`src/rtl/uart_tx_fifo.sv`:
```
`default_nettype none
// ============================================================================
// Module   : uart_tx_fifo
// Brief    : Byte FIFO feeding an 8-bit UART transmitter (8N1, or 8E1 when
//            UART_TX_PARITY_EN is defined).
// Revision : 1.0 - initial release
// ============================================================================
module uart_tx_fifo #(
  parameter int CLK_PER_BIT     = 868,
  parameter int FIFO_DEPTH_LOG2 = 4
) (
  input  logic       clk,
  input  logic       rst,
  input  logic [7:0] tx_data,
  input  logic       tx_valid,
  output logic       tx_ready,
  output logic       UART_TX,
  output logic       tx_busy
);

  localparam int DEPTH = 1 << FIFO_DEPTH_LOG2;
  localparam int CNT_W = $clog2(CLK_PER_BIT);
  localparam logic [CNT_W-1:0]           BIT_RELOAD = CNT_W'(CLK_PER_BIT - 1);
  localparam logic [CNT_W-1:0]           CNT_ONE    = CNT_W'(1);
  localparam logic [FIFO_DEPTH_LOG2-1:0] PTR_ONE    = FIFO_DEPTH_LOG2'(1);
  localparam logic [FIFO_DEPTH_LOG2:0]   COUNT_ONE  = (FIFO_DEPTH_LOG2 + 1)'(1);
  localparam logic [FIFO_DEPTH_LOG2:0]   FULL_COUNT = (FIFO_DEPTH_LOG2 + 1)'(DEPTH);

`ifdef UART_TX_PARITY_EN
  typedef enum logic [2:0] {IDLE, START, DATA, PARITY, STOP} state_t;
`else
  typedef enum logic [2:0] {IDLE, START, DATA, STOP} state_t;
`endif

  // ---------------------------------------------------------------- FIFO
  logic [7:0]                 mem [DEPTH];
  logic [FIFO_DEPTH_LOG2-1:0] wr_ptr;
  logic [FIFO_DEPTH_LOG2-1:0] rd_ptr;
  logic [FIFO_DEPTH_LOG2:0]   count;
  logic                       full;
  logic                       empty;
  logic                       push;
  logic                       pop;

  // Ready depends on the registered count only, so a full FIFO refuses a
  // push even when the serializer pops on the same edge.
  assign full     = (count == FULL_COUNT);
  assign empty    = (count == '0);
  assign tx_ready = !full;
  assign push     = tx_valid && !full;

  always_ff @(posedge clk) begin
    if (rst) begin
      wr_ptr <= '0;
      rd_ptr <= '0;
      count  <= '0;
    end else begin
      if (push) wr_ptr <= wr_ptr + PTR_ONE;
      if (pop)  rd_ptr <= rd_ptr + PTR_ONE;
      case ({push, pop})
        2'b10:   count <= count + COUNT_ONE;
        2'b01:   count <= count - COUNT_ONE;
        default: count <= count;
      endcase
    end
  end

  always_ff @(posedge clk) begin
    if (!rst && push) mem[wr_ptr] <= tx_data;
  end

  // ---------------------------------------------------------- serializer
  state_t           state, state_nxt;
  logic [CNT_W-1:0] bit_cnt, bit_cnt_nxt;
  logic [2:0]       bit_idx, bit_idx_nxt;
  logic [7:0]       data_reg, data_nxt;
  logic             tx_q, tx_nxt;
  logic             bit_done;

  assign bit_done = (bit_cnt == '0);

  always_ff @(posedge clk) begin
    if (rst) begin
      state    <= IDLE;
      bit_cnt  <= '0;
      bit_idx  <= '0;
      data_reg <= '0;
      tx_q     <= 1'b1;
    end else begin
      state    <= state_nxt;
      bit_cnt  <= bit_cnt_nxt;
      bit_idx  <= bit_idx_nxt;
      data_reg <= data_nxt;
      tx_q     <= tx_nxt;
    end
  end

  always_comb begin
    state_nxt   = state;
    bit_cnt_nxt = bit_done ? BIT_RELOAD : (bit_cnt - CNT_ONE);
    bit_idx_nxt = bit_idx;
    data_nxt    = data_reg;
    tx_nxt      = tx_q;
    pop         = 1'b0;
    case (state)
      IDLE: begin
        tx_nxt      = 1'b1;
        bit_cnt_nxt = '0;
        if (!empty) begin
          pop         = 1'b1;
          data_nxt    = mem[rd_ptr];
          tx_nxt      = 1'b0;
          bit_cnt_nxt = BIT_RELOAD;
          state_nxt   = START;
        end
      end
      START: begin
        if (bit_done) begin
          state_nxt   = DATA;
          bit_idx_nxt = '0;
          tx_nxt      = data_reg[0];
        end
      end
      DATA: begin
        if (bit_done) begin
          if (bit_idx == 3'd7) begin
`ifdef UART_TX_PARITY_EN
            state_nxt = PARITY;
            tx_nxt    = ^data_reg;
`else
            state_nxt = STOP;
            tx_nxt    = 1'b1;
`endif
          end else begin
            bit_idx_nxt = bit_idx + 3'd1;
            tx_nxt      = data_reg[bit_idx + 3'd1];
          end
        end
      end
`ifdef UART_TX_PARITY_EN
      PARITY: begin
        if (bit_done) begin
          state_nxt = STOP;
          tx_nxt    = 1'b1;
        end
      end
`endif
      STOP: begin
        if (bit_done) begin
          // Chain straight into the next start bit so frames run back-to-back.
          if (!empty) begin
            pop       = 1'b1;
            data_nxt  = mem[rd_ptr];
            tx_nxt    = 1'b0;
            state_nxt = START;
          end else begin
            tx_nxt      = 1'b1;
            bit_cnt_nxt = '0;
            state_nxt   = IDLE;
          end
        end
      end
      default: begin
        state_nxt = IDLE;
        tx_nxt    = 1'b1;
      end
    endcase
  end

  assign UART_TX = tx_q;
  assign tx_busy = (state != IDLE) || !empty;

endmodule
`default_nettype wire

```
`config.mk`:
```
export PLATFORM = sky130hd
export DESIGN_NAME = uart_tx_fifo
export DESIGN_NICKNAME = d
export VERILOG_FILES = /design/src/rtl/uart_tx_fifo.sv
export SDC_FILE = /design/constraint.sdc
export NUM_CORES = 1
export LEC_CHECK = 0
export ABC_AREA = 1
export CAP_MARGIN = 40
export CORE_ASPECT_RATIO = 1.4
export CORE_MARGIN = 4
export CORE_UTILIZATION = 55
export CTS_CLUSTER_DIAMETER = 50
export DETAILED_ROUTE_END_ITERATION = 10
export GPL_ROUTABILITY_DRIVEN = 0
export GPL_TIMING_DRIVEN = 1
export PLACE_DENSITY = 0.75
export SYNTH_ARGS = -nofsm -noshare
export SYNTH_HDL_FRONTEND = slang
export SYNTH_SLANG_ARGS = --single-unit
```
`constraint.sdc`:
```
create_clock -name clk -period 2.5 [get_ports clk]
set_input_delay 0.25 -clock clk [delete_from_list [all_inputs] [get_ports clk]]
set_output_delay 0.25 -clock clk [all_outputs]
set_load 0.01 [all_outputs]
```
==> flow_metrics.env <==
export IMPL_wl_met2_mm=8.02
export IMPL_die_x_um=104
export IMPL_grt_remaining_overflow=0
export IMPL_cts_buffer_depth=2
export IMPL_cellLeakagePower_nw=2.89
export IMPL_grt_first_pass_wirelength_mm=24.3
export IMPL_syn_to_final_growth_pct=14.1
export IMPL_totalWireLength_mm=15.0
export IMPL_power_total_mw=8.74
export IMPL_top_layer_used="met4"
export IMPL_rsz0062_at_grt="false"
export IMPL_met3WireLength_um=554
export IMPL_crit_fanout=4
export IMPL_routed_via_density=5.94
export IMPL_grt_usage_pct=21.1
export IMPL_setup_viol=0
export IMPL_fin_tns_setup_ns=0
export IMPL_largest_reg_flops=128
export IMPL_ys_seq_elements=169
export IMPL_cts_buffers=17
export IMPL_worst_slew_pin_slew_ns=0.832
export IMPL_drt_iter0_markers=417
export IMPL_end_kind="register"
export IMPL_core_area_mm2=0.0128
export IMPL_start_kind="register"
export IMPL_synth_top_area_share_pct=53.9
export IMPL_synthDistinctLibCells=38
export IMPL_path_class="register to register"
export IMPL_clk_pin_slew_ns=0.07
export IMPL_dieArea_mm2=0.0149
export IMPL_row_count=49
export IMPL_fin_crit_sh_pct=90.6
export IMPL_holdPathStages=2
export IMPL_min_to="UART_TX"
export IMPL_outcome="finished, final reports clean"
export IMPL_wl_per_cell_um=18.6
export IMPL_cap_viol_max_count=0
export IMPL_syn_area_mm2=0.00714
export IMPL_first_global_vias=4746
export IMPL_clockRootBuffer="clkbuf_16"
export IMPL_fin_area_mm2=0.00814
export IMPL_cts_resized=0
export IMPL_cts_setup_buffers=0
export IMPL_holdCritPathClass="register to register"
export IMPL_cts_tree="yes"
export IMPL_hold_violations=0
export IMPL_slew_headroom_pct=44.4
export IMPL_cp_required_ns=2.86
export IMPL_die_y_um=143
export IMPL_start_util_pct=56.0
export IMPL_placed_area_mm2=0.00753
export IMPL_grt_antenna_before_repair=0
export IMPL_pin_count=14
export IMPL_worstRegToRegCells=19
export IMPL_clock_sinks=169
export IMPL_rrSetupSlack_ns=0.23
export IMPL_synth_seq_area_share_pct=65.4
export IMPL_drc=0
export IMPL_cp_arrival_ns=2.63
export IMPL_htree_num_levels=4
export IMPL_yosys_top_cells_area="edfxtp_1, dfxtp_1, nor2_1"
export IMPL_syn_nets=641
export IMPL_drtAntennaViolNets=0
export IMPL_crit_reg2reg_capture="count[4]"
export IMPL_p_per_area_mw_per_mm2=1070
export IMPL_syn_area_per_cell_um2=11.6
export IMPL_fmax_mhz=441
export IMPL_drv_slew=0
export IMPL_clk_latency_ns=0.43
export IMPL_port_buffers=13
export IMPL_first_pass_iters=5
export IMPL_grt_max_degree=65
export IMPL_ys_warnings_count=0
export IMPL_m1WireLength_mm=5.93
export IMPL_dr_total_vias=4807
export IMPL_nets=670
export IMPL_dp_hpwl_mm=9.78
export IMPL_min_period_ns=2.27
export IMPL_ir_drop_mv=0.622
export IMPL_layout_drive_gt1_share_pct=11.9
export IMPL_finalClockSkew_ns=0.0137
export IMPL_reg2reg_from="bit_cnt[0]"
export IMPL_min_from="UART_TX"
export IMPL_ctsHoldBuffers=0
export IMPL_synth_top_area_cell="edfxtp_1"
export IMPL_synth_cells=614
export IMPL_num_antenna_cells=0
-- kinds of logic after synthesis --
family	Yosys count	share of synthesized area, %
simple gates	190	11.5
flops	169	65.4
compound gates	139	12.3
buf+inv	69	3.86
mux	18	2.52
fa+ha+maj	16	2.81
xor+xnor	13	1.60
-- cell type report --
class | instances | area, um^2
sequential | 169 | 4670
fill | 942 | 4610
multi-input combinational | 376 | 2220
timing repair buffer | 38 | 318
inverter | 41 | 154
clock inverter | 15 | 171
tap | 153 | 191
clock buffer | 17 | 425
-- how the worst max path moves through the flow --
stage	from	end	slack, ns
6_report	bit_cnt[0]	count[4]	0.23
5_1_grt	bit_cnt[0]	count[4]	0.01
4_1_cts	state[0]	count[4]	0.07
3_5_place_dp	state[0]	count[4]	0.09
3_3_place_gp	bit_cnt[0]	count[4]	0.23
2_1_floorplan	state[0]	count[4]	0.15
-- worst max-delay path: stages, from the launching register on --
cell and delay, ns:
dfxtp_1 0.30, inv_1 0.10, ha_1 0.18, inv_1 0.06, nor2_1 0.08, nand3_1 0.11
nor2_4 0.14, nand3_2 0.12, nand2_2 0.10, ha_4 0.17, xor2_2 0.16, ha_1 0.17
inv_1 0.04, nand2_1 0.09, nand2_1 0.07, nand2_1 0.07, nand2_1 0.05, nand2_1 0.05
nand2_1 0.05, a21oi_2 0.10
-- Yosys cell counts --
master,n
edfxtp_1,128
nor2_1,101
o21ai_0,57
nand2_1,43
dfxtp_1,41
inv_1,37
nand3_1,21
o221ai_1,21
a21oi_1,19
clkbuf_1,18
mux2i_1,18
ha_1,16
o211ai_1,12
o32ai_1,11
xor2_1,10
a31oi_1,9
nor3_1,9
buf_1,4
buf_2,4
inv_2,4
nand2_2,3
nand3_2,3
xnor2_1,3
a21oi_2,2
nand4_1,2
nor2_4,2
nor4_1,2
o21a_1,2
o21ai_1,2
o21bai_1,2
a211oi_1,1
a41oi_1,1
and3_1,1
buf_4,1
buf_6,1
nand4_2,1
nor2_2,1
nor3_2,1
-- metrics by stage --
stage	hold WS [ns]	std cells	utilization [%]	setup slack (ns)
3_5_place_dp	0.469	777	59.0	0.0882
2_1_floorplan	0.349	614	-	0.147
4_1_cts	0.479	809	63.7	0.0681
3_3_place_gp	0.454	777	59.0	0.231
6_report	0.479	809	63.9	0.234
5_1_grt	0.506	809	63.9	0.00987
-- metal layers --
layer,GRT usage (%),vias to the layer above
met4,9.94,0
met2,37.7,140
met5,0,-
met1,24.4,2339
li1,-,2288
met3,3.98,40
-- power by group --
part / leakage [nW] / switching [mW] / internal (mW)
clock: 0.292 / 1.22 / 1.35
combinational: 1.11 / 1.74 / 0.982
sequential: 1.49 / 0.198 / 3.26
-- placed cells by master, fill, tap and decap left out, types with 3 or more instances in the layout --
cell and instances:
edfxtp_1 128, nor2_1 101, o21ai_0 57, nand2_1 43, dfxtp_1 40, inv_1 36
buf_4 25, nand3_1 21, o221ai_1 21, a21oi_1 19, mux2i_1 18, clkbuf_16 17
ha_1 15, clkdlybuf4s50_1 13, o211ai_1 12, o32ai_1 11, a31oi_1 9, nor3_1 9
xor2_1 9, inv_2 5, inv_6 5, inv_8 4, clkinv_8 4, nand3_2 3
nand2_2 3, xnor2_1 3
No activity file was read; power rests on OpenSTA's default activity.
